**src/rtl/multiword_add_sequencer.sv**
```systemverilog
// Multi-precision adder: one WIDTH-bit carry-bypass adder reused over WORDS chunks, LSB first.
// Latency: accept at edge E0, out_valid high after edge E0+WORDS; one op per WORDS+2 cycles.
// Backpressure: in_ready low while busy; the result is held in DONE until out_ready.

`ifndef INPUT_LEN
`define INPUT_LEN 8
`endif

// Chunk adder: ripple inside 4-bit blocks, block carry skips ahead when every bit propagates.
module carry_bypass_adder (
    input  logic [`INPUT_LEN-1:0] a,
    input  logic [`INPUT_LEN-1:0] b,
    input  logic                  cin,
    output logic [`INPUT_LEN-1:0] sum,
    output logic                  cout
);
    localparam int N   = `INPUT_LEN;
    localparam int BLK = 4;

    logic c_blk;
    logic c_rip;
    logic p_blk;
    logic p;

    // Per block: ripple for the sum bits, then choose the bypassed or the rippled block carry
    always_comb begin
        c_blk = cin;
        c_rip = 1'b0;
        p_blk = 1'b1;
        p     = 1'b0;
        sum   = '0;
        for (int i = 0; i < N; i++) begin
            if ((i % BLK) == 0) begin
                c_rip = c_blk;
                p_blk = 1'b1;
            end
            p      = a[i] ^ b[i];
            sum[i] = p ^ c_rip;
            c_rip  = (a[i] & b[i]) | (p & c_rip);
            p_blk  = p_blk & p;
            if (((i % BLK) == (BLK - 1)) || (i == (N - 1))) begin
                c_blk = p_blk ? c_blk : c_rip;
            end
        end
        cout = c_blk;
    end
endmodule

module multiword_add_sequencer #(
    parameter int WIDTH = 8,   // must match `INPUT_LEN, the adder is sized by it
    parameter int WORDS = 4    // >= 2
) (
    input  logic                   clk,
    input  logic                   rst,
    input  logic                   in_valid,
    output logic                   in_ready,
    input  logic [WIDTH*WORDS-1:0] a,
    input  logic [WIDTH*WORDS-1:0] b,
    input  logic                   cin,
    output logic                   out_valid,
    input  logic                   out_ready,
    output logic [WIDTH*WORDS-1:0] sum,
    output logic                   cout,
    output logic                   busy
);
    localparam int TW   = WIDTH * WORDS;
    localparam int IDXW = (WORDS > 1) ? $clog2(WORDS) : 1;
    localparam logic [IDXW-1:0] IDX_LAST = IDXW'(WORDS - 1);

    typedef enum logic [1:0] {
        IDLE = 2'd0,
        RUN  = 2'd1,
        DONE = 2'd2
    } state_t;

    state_t            state_q;
    logic [IDXW-1:0]   idx_q;
    logic              carry_q;
    logic [TW-1:0]     a_q;
    logic [TW-1:0]     b_q;
    logic [TW-1:0]     sum_q;
    logic              cout_q;
    logic              in_ready_q;
    logic              out_valid_q;
    logic              busy_q;

    logic [WIDTH-1:0]  a_chunk;
    logic [WIDTH-1:0]  b_chunk;
    logic [WIDTH-1:0]  add_sum;
    logic              add_cout;

    // Operand chunk selected by the current index, fed to the shared adder
    always_comb begin
        a_chunk = a_q[int'(idx_q) * WIDTH +: WIDTH];
        b_chunk = b_q[int'(idx_q) * WIDTH +: WIDTH];
    end

    carry_bypass_adder u_adder (a_chunk, b_chunk, carry_q, add_sum, add_cout);

    // Sequencer FSM; all handshake outputs are registered so they depend only on state
    always_ff @(posedge clk) begin
        if (rst) begin
            state_q     <= IDLE;
            idx_q       <= '0;
            carry_q     <= 1'b0;
            a_q         <= '0;
            b_q         <= '0;
            sum_q       <= '0;
            cout_q      <= 1'b0;
            in_ready_q  <= 1'b1;
            out_valid_q <= 1'b0;
            busy_q      <= 1'b0;
        end else begin
            case (state_q)
                IDLE: begin
                    if (in_valid) begin
                        a_q        <= a;
                        b_q        <= b;
                        carry_q    <= cin;
                        idx_q      <= '0;
                        state_q    <= RUN;
                        in_ready_q <= 1'b0;
                        busy_q     <= 1'b1;
                    end
                end
                RUN: begin
                    sum_q[int'(idx_q) * WIDTH +: WIDTH] <= add_sum;
                    carry_q <= add_cout;
                    if (idx_q == IDX_LAST) begin
                        idx_q       <= '0;
                        cout_q      <= add_cout;
                        state_q     <= DONE;
                        out_valid_q <= 1'b1;
                    end else begin
                        idx_q <= idx_q + IDXW'(1);
                    end
                end
                DONE: begin
                    if (out_ready) begin
                        state_q     <= IDLE;
                        out_valid_q <= 1'b0;
                        in_ready_q  <= 1'b1;
                        busy_q      <= 1'b0;
                    end
                end
                default: begin
                    state_q     <= IDLE;
                    in_ready_q  <= 1'b1;
                    out_valid_q <= 1'b0;
                    busy_q      <= 1'b0;
                end
            endcase
        end
    end

    assign in_ready  = in_ready_q;
    assign out_valid = out_valid_q;
    assign busy      = busy_q;
    assign sum       = sum_q;
    assign cout      = cout_q;
endmodule

```
**config.mk**
```make
export PLATFORM = sky130hd
export DESIGN_NAME = multiword_add_sequencer
export DESIGN_NICKNAME = d
export VERILOG_FILES = /design/src/rtl/multiword_add_sequencer.sv
export SDC_FILE = /design/constraint.sdc
export NUM_CORES = 1
export LEC_CHECK = 0
export CORE_MARGIN = 1
export CORE_UTILIZATION = 50
export DETAILED_ROUTE_END_ITERATION = 10
export PLACE_DENSITY_LB_ADDON = 0.1
export SETUP_SLACK_MARGIN = 0.1
export SYNTH_ARGS = -nofsm -noshare
export SYNTH_HDL_FRONTEND = slang
export SYNTH_SLANG_ARGS = --single-unit
```
**constraint.sdc**
```tcl
create_clock -name clk -period 6.4 [get_ports clk]
set_input_delay 1.28 -clock clk [delete_from_list [all_inputs] [get_ports clk]]
set_output_delay 1.28 -clock clk [all_outputs]
set_load 0.05 [all_outputs]
```
-- Yosys cells after proc, flatten, opt, wreduce, memory -nomap -nowiden
Index checks and enable logic that the tools add are counted.
- flip-flop bits (word level): 105
- input bits: 69
- output and inout port bits: 36
- word-level logic and storage cells: 98
- add/subtract/negate cells: 2
- eq/ne operators: 6
- shift-type cells: 4
- muxes and demuxes: 20
- bitwise gates (word level): 48
- reductions and logical operators: 8
- operators with widths (cell ; count):
    32-bit by 6-bit variable part select with 8-bit output ; 2
    5-bit negation with 33-bit output ; 1
    8-bit by 33-bit variable shift with 32-bit output, first input constant ; 1
    8-bit by 33-bit variable part select with 32-bit output ; 1
    32-bit bitwise mux ; 1
    1-bit bitwise AND ; 22
    1-bit XOR ; 16
    2-bit 2-to-1 mux ; 5
    1-bit one-hot mux with 3 select lines ; 3
    3-bit AND reduction ; 3
    1-bit 2-to-1 mux ; 8
    1-bit OR ; 8
    2-bit != test, second input constant ; 3
    2-bit one-hot mux with 3 select lines ; 1
    2-bit AND reduction ; 3
    2-bit equality test, second input constant ; 2
    2-bit one-hot mux with 2 select lines ; 1
    2-bit by 1-bit adder with 2-bit output, second input constant ; 1
    2-bit by 1-bit equality test with 1-bit output, second input constant ; 1
    2-bit logical NOT ; 1
    1-bit NOT ; 2
    1-bit one-hot mux with 2 select lines ; 1
    2-bit nonzero test ; 1

-- Longest topological paths before layout
Gate-level depths: netlist of run 1.
- depth in word-level cells: 21
- depth in mapped cells: 18
- gate-level depth less buffers: 16

-- Cells and area by module
From an unflattened synthesis of run 1, not the netlist that was laid out.
- cells, all modules: 491
- area total of the unflattened synthesis: 4511.8 um2
- modules (own cells, without submodules) (module ; times used ; cells an instance ; area an instance (um2) ; sequential area each (um2)):
    multiword_add_sequencer ; 1 ; 461 ; 4179.0 ; 2102.0
    carry_bypass_adder ; 1 ; 30 ; 332.8 ; 0.0

-- Least setup slack after synthesis of run 1
No wires, ideal clock.
- path kind: register -> register
- start point: register idx_q[1]
- end point: register sum_q[7], in the netlist sum[7]
- library setup time: 128 ps
- arrival time: 4568 ps
- data required time: 6272 ps
- setup slack: 1704 ps
- cell stages (with the launch flop): 18
- buffers on the path: 2
- period minus slack after synthesis: 4696 ps
- cell sequence: dfxtp_1 -> clkbuf_1 -> buf_2 -> mux4_2 -> fa_1 -> inv_1 -> fa_1 -> fa_1 -> fa_1 -> mux2i_1 -> inv_1 -> fa_1 -> fa_1 -> fa_1 -> inv_1 -> fa_1 -> a32oi_1 -> nor2_1
- word-level cells in the longest chain between the ends: 20
- elaborated cells on any way between the ends: 47
- classes of those cells: add/sub (1); shift (4); mux (2); bitwise (40)
- ends and longest elaborated chain (item ; RTL line ; RTL):
    start: declaration ; 77 ; logic [IDXW-1:0] idx_q;
    start signal: assignment ; 135 ; idx_q <= idx_q + IDXW'(1);
    32-bit by 6-bit variable part select with 8-bit output, on equally long branches ; 94, 95 ;
    1-bit XOR ; 37 ; p = a[i] ^ b[i];
    1-bit bitwise AND ; 39 ; c_rip = (a[i] & b[i]) | (p & c_rip);
    1-bit OR ; 39 ;
    1-bit bitwise AND ; 39 ;
    1-bit OR ; 39 ;
    1-bit bitwise AND ; 39 ;
    1-bit OR ; 39 ;
    [4 not listed] ; n/a ;
    1-bit OR ; 39 ;
    1-bit bitwise AND ; 39 ;
    1-bit OR ; 39 ;
    1-bit bitwise AND ; 39 ;
    1-bit OR ; 39 ;
    1-bit XOR ; 38 ; sum[i] = p ^ c_rip;
    8-bit by 33-bit variable part select with 32-bit output ; 127 ; sum_q[int'(idx_q) * WIDTH +: WIDTH] <= add_sum;
    32-bit bitwise mux * ; 127 ;
    end signal: indexed assignment ; 127 ;
    end: declaration ; 81 ; logic [TW-1:0] sum_q;
Mark *: on every way between the ends. The rest lies on a longest branch, timed or not.
A chain may end at the register's enable or synchronous reset.

-- Worst setup path in the final report of run 1
- start point: register idx_q[0]
- end point: register sum_q[23], in the netlist sum[23]
Same word-level chain as after synthesis.

==> results of run 1 <==
[final timing paths]
check / from / end / cells past startpoint
max: idx_q[0] / sum[23] / 15
min: a_q[30] / a_q[30] / 2
min reg2reg: a_q[30] / a_q[30] / 2
max reg2reg: idx_q[0] / sum[23] / 15
[layer usage]
layer	part of all wire	vias to the layer above	global-route usage
li1	-	1857	-
met1	0.45	1777	0.287
met2	0.50	117	0.376
met3	0.047	6	0.0451
met4	0.0070	0	0.0536
met5	0	-	0
[power groups by stage]
stage	Combinational, W	Sequential (W)	Clock [W]
final	0.000231	0.000705	0.000386
after floorplan	0.000145	0.000723	0
after global placement	0.000228	0.000719	0
after detailed placement	0.000232	0.000720	0
after CTS	0.000233	0.000705	0.000394
after global routing	0.000252	0.000709	0.000426
[cells in the mapped netlist (3+ instances only)]
cell         n
a21oi_1     72
fa_1         8
dfxtp_1    105
nor2_1      32
clkbuf_1    15
nor2_2       6
a2bb2oi_2    6
buf_2       14
inv_2       12
mux4_2      16
a22oi_1      7
a2bb2oi_1   18
inv_1        7
nand2_1    135
nand3_1      3
ha_1        14
[tightest hold or removal path: cells and delay by family, from the launching register on]
family / cells / cell delay, ns
AND/OR/NAND/NOR: 1 / 0.05
flip-flops: 1 / 0.32
AO/OA/AOI/OAI: 1 / 0.05
[registers in the layout (all words and copies together), names as in the netlist]
name	cells
a_q	32
b_q	32
busy	1
carry_q	1
cout	1
idx_q	2
in_ready	1
out_valid	1
state_q	2
sum	32
[per-stage QoR]
stage,hold slack (ns),util,cells
CTS,0.460,0.662,700
global placement,0.440,0.640,684
detailed placement,0.446,0.640,684
global route,0.477,0.662,700
floorplan,0.433,-,503
finish,0.459,0.662,700
[kinds of logic after synthesis]
family | Yosys count | synth area share
buf+inv | 53 | 0.0511
fa+ha+maj | 22 | 0.0729
simple gates | 196 | 0.181
compound gates | 109 | 0.155
mux | 18 | 0.0827
flops | 105 | 0.457
[cell type report]
class	count	area, um^2
clock inverter	7	65.1
fill	733	2980
multi-input combinational	345	2270
clock buffer	9	124
sequential	105	2100
tap	108	135
inverter	19	71.3
timing repair buffer	107	1060
==> impl_metrics.py, run 1 <==
metrics = {
    "pwr": {
        "p_switching_w": 0.000376,
        "irDropWorstVdd_mv": 0.132,
        "seq_power_share": 0.533,
        "switching_share": 0.284,
        "p_per_area_nw_per_um2": 227,
        "power.internal_w": 0.000947,
        "p_leak_nw": 2.14,
        "power_w": 0.00132,
        "clock_power_share": 0.292,
        "p_comb_frac": 0.175,
    },
    "place": {
        "post-dp-hpwl_um": 7530,
        "place.gp.congestion": 0.843,
        "placed_area_um2": 5640,
        "portBuffers": 104,
        "preCtsSetupSlack_ns": 1.32,
    },
    "critical_path": {
        "cpLargestDelayFamily": "adder cells",
        "cp_max_fo": 13,
        "path_cells": "mux4_2, fa_1, inv_1, fa_1, fa_1, fa_1, mux2i_1, inv_1, fa_1, fa_1, fa_1, inv_1, fa_1, a22oi_1, nor2_1",
        "worstSetupPathType": "register to register",
        "slowest_stage": "dfxtp_1",
        "cp_common_cell": "fa_1",
        "cp-start-kind": "register",
        "arrival_ns": 5.31,
        "slowest_delay_ns": 0.84,
        "worstPathRequired_ns": 6.61,
        "r2r_setup_slack_ns": 1.30,
        "cp-end-kind": "register",
        "path_buf_inv": 3,
    },
    "sta": {
        "rsz0062_at_grt": "no",
        "tns_ns": 0,
        "fmax_mhz": 196,
        "post-route-min-period_ns": 5.10,
        "fin_crit_sh": 0.798,
        "setup_violations": 0,
        "final-max-slew-violation-count": 0,
        "maxSlewHeadroom": 0.220,
        "worst_slack_ns": 1.30,
        "fin_skew_ns": 0.0159,
        "finalHoldViolCount": 0,
        "worst_pin_slew_ns": 1.17,
    },
    "outcome": {
        "outcome": "complete, but fails checks",
        "violations": "design-rule violations",
    },
    "grt": {
        "grt_overflow": 0,
        "grt_pass1_wl_um": 17000,
        "grt_max_degree": 106,
        "grt_pass1_vias": 3571,
        "antenna_found_initial": 0,
        "grt_usage": 0.221,
    },
    "clock_tree": {
        "cts_sinks": 105,
        "cts_resized": 0,
        "cts_tree": "built",
        "ctsLongestPathBuffers": 2,
        "htreeDepth": 3,
        "clk_latency_ns": 0.37,
        "postCtsSetupRepairBufs": 0,
        "cts_buffers": 9,
        "path_clk_slew_ns": 0.10,
        "ctsHoldBuffers": 0,
        "cts_root_buf": "clkbuf_8",
    },
    "synthesis": {
        "synth_top_area_frac": 0.457,
        "syn_nets": 594,
        "yosysWarnings": 0,
        "synth_edf_count": 0,
        "syn_area_per_cell_um2": 9.14,
        "synth_area_leader_cell": "dfxtp_1",
        "netlist_top_cells_area": "dfxtp_1 (46%), nand2_1 (11%), a21oi_1 (7.8%)",
        "yosys.cell_types.count": 41,
        "yosys_most_used_dff": "dfxtp_1",
        "ys_seq_elements": 105,
        "async_reset_ff_frac": 0,
        "synthesis.area_um2": 4600,
        "yosysSeqAreaShare": 0.457,
        "synthCells": 503,
    },
    "die": {
        "die-area_um2": 9590,
        "dieHeight_um": 97.9,
        "ios": 105,
        "die_x_um": 97.9,
        "initial_core_util": 0.522,
        "row_count": 34,
        "core_area_um2": 8810,
    },
    "route": {
        "wirelength_um": 10200,
        "vias": 3757,
        "drtIter0Drc": 159,
        "drcViolationCount": 8,
        "ant_nets": 0,
        "drt_first_pass_iters": 10,
        "via_per_inst": 5.37,
        "routedWlPerCell_um": 14.6,
    },
    "hold_path": {
        "hold_class": "register to register",
    },
    "final_layout": {
        "final_cell_mix": "nand2_1 (135), dfxtp_1 (105), clkdlybuf4s50_1 (103)",
        "finalNetCount": 678,
        "layout_commonest_cell": "nand2_1",
        "final_cell_area_um2": 5830,
        "n_antenna_cell": 0,
        "syn2layout_area_growth_pct": 26.7,
        "drive_above_1_share": 0.110,
    },
    "flow_run": {
        "max-cap-violations": 0,
    },
}
(Power assumes the default switching activity.)
==> run 2: changes to the inputs <==
Settings changed: CORE_UTILIZATION 50 to 45.
Clock period 6.4 ns to 4.1 ns, I/O delays scaled along.
==> impl_metrics.py, run 2 (synthesis results as in run 1) <==
metrics = {
    "critical_path": {
        "cp-end-kind": "register",
        "cpLargestDelayFamily": "adder cells",
        "path_buf_inv": 3,
        "worstPathRequired_ns": 4.31,
        "worstSetupPathType": "register to register",
        "cp_common_cell": "fa_2",
        "path_cells": "mux4_2, fa_2, inv_2, fa_2, fa_2, fa_2, mux2i_2, inv_1, fa_2, fa_2, fa_2, inv_2, fa_2, a32oi_1, nor2_1",
        "cp-start-kind": "register",
        "arrival_ns": 4.43,
        "slowest_stage": "fa_2",
        "cp_max_fo": 5,
        "slowest_delay_ns": 0.46,
        "rr_startpoint": "idx_q[0]",
        "cp-startpoint": "idx_q[0]",
    },
    "sta": {
        "worst_pin_slew_ns": 1.06,
        "maxSlewHeadroom": 0.295,
        "fmax_mhz": 237,
        "fin_skew_ns": 0.0129,
        "finalHoldViolCount": 0,
        "worst_slack_ns": -0.120,
        "holdWs_ns": 0.459,
        "post-route-min-period_ns": 4.22,
        "final-max-slew-violation-count": 0,
        "fin_crit_sh": 1.03,
        "rsz0062_at_grt": "yes",
        "setup_violations": 4,
    },
    "route": {
        "wl_met1_um": 4780,
        "wl_met2_um": 4970,
        "routed.top_layer": "met4",
        "met3_length_um": 380,
        "wirelength_um": 10300,
        "drtIter0Drc": 113,
        "drcViolationCount": 0,
        "drt_first_pass_iters": 4,
        "ant_nets": 0,
        "vias": 3690,
        "via_per_inst": 5.03,
        "routedWlPerCell_um": 14.1,
    },
    "place": {
        "place.gp.congestion": 0.769,
        "post-dp-hpwl_um": 7500,
        "placed_area_um2": 5760,
        "preCtsSetupSlack_ns": -0.156,
        "portBuffers": 104,
    },
    "die": {
        "die-area_um2": 10600,
        "dieHeight_um": 103,
        "die_x_um": 103,
        "ios": 105,
        "core_area_um2": 9820,
        "row_count": 36,
        "initial_core_util": 0.468,
    },
    "hold_path": {
        "hold_class": "register to register",
        "hold_start": "b_q[20]",
    },
    "grt": {
        "grt_overflow": 0,
        "grt_max_degree": 106,
        "antenna_found_initial": 0,
        "grt_usage": 0.210,
        "grt_pass1_vias": 3537,
        "grt_pass1_wl_um": 17000,
    },
    "outcome": {
        "violations": "negative setup slack",
        "outcome": "complete, but fails checks",
    },
    "pwr": {
        "p_leak_nw": 2.20,
        "power_w": 0.00219,
        "p_per_area_nw_per_um2": 363,
        "irDropWorstVdd_mv": 0.197,
    },
    "final_layout": {
        "final_cell_area_um2": 6030,
        "finalNetCount": 687,
        "final_cell_mix": "nand2_1 (135), dfxtp_1 (103), clkdlybuf4s50_1 (103)",
        "layout_commonest_cell": "nand2_1",
        "syn2layout_area_growth_pct": 31.0,
        "n_antenna_cell": 0,
        "drive_above_1_share": 0.150,
    },
    "clock_tree": {
        "cts_tree": "built",
        "cts_root_buf": "clkbuf_8",
        "ctsLongestPathBuffers": 2,
        "cts_buffers": 9,
        "ctsHoldBuffers": 0,
        "htreeDepth": 3,
        "clk_latency_ns": 0.36,
        "path_clk_slew_ns": 0.09,
        "cts_sinks": 105,
    },
    "flow_run": {
        "max-cap-violations": 0,
    },
}
-- run 2: per-layer routing --
| metal | global-route usage | up-vias |
|---|---|---|
| met5 | 0 | - |
| li1 | - | 1881 |
| met4 | 0.0585 | 0 |
| met1 | 0.271 | 1719 |
| met2 | 0.361 | 77 |
| met3 | 0.0359 | 13 |
-- run 2: power by group --
group | leakage [nW] | internal, W | total, W | switching, W
Sequential | 0.859 | 0.00107 | 0.00109 | 0.0000279
Combinational | 1.24 | 0.000193 | 0.000385 | 0.000192
Clock | 0.106 | 0.000360 | 0.000707 | 0.000347
Total | 2.20 | 0.00162 | 0.00219 | 0.000567
-- run 2: path summary, 6_finish.rpt --
check	cells after the start	end	slack, ns
min reg2reg	2	b_q[20]	0.46
max	15	sum[7]	-0.12
max reg2reg	15	sum[7]	-0.12
min	2	b_q[20]	0.46
-- run 2: cell type report --
cell class	count	area, um^2
timing repair buffer	116	1140
clock buffer	11	141
clock inverter	4	76.3
multi-input combinational	345	2320
inverter	19	71.3
sequential	105	2110
fill	913	3790
tap	133	166
-- run 2: through the flow --
stage	TNS [ns]	util	instances
2_1_floorplan	-0.380	-	503
3_3_place_gp	-0.249	0.586	716
3_5_place_dp	-0.461	0.586	716
4_1_cts	-0.410	0.610	732
5_1_grt	-1.02	0.614	733
6_report	-0.370	0.614	733
-- run 2: repair_timing --
| item | CTS | global route |
|---|---|---|
| buffers inserted | 1 | 1 |
| resized for setup | 4 | 5 |
| endpoints found under the setup margin | 6 | 10 |
| gates cloned | 0 | 0 |
| pin swaps | 4 | 6 |
| hold endpoints to repair | 0 | 0 |
-- run 2: worst register-to-register path: stages, from the launching register on --
cell     delay (ns)
dfxtp_4        0.37
mux4_2         0.37
fa_2           0.21
inv_2          0.04
fa_2           0.34
fa_2           0.35
fa_2           0.34
mux2i_2        0.17
inv_1          0.08
fa_2           0.34
fa_2           0.35
fa_2           0.34
inv_2          0.06
fa_2           0.46
a32oi_1        0.19
nor2_1         0.06
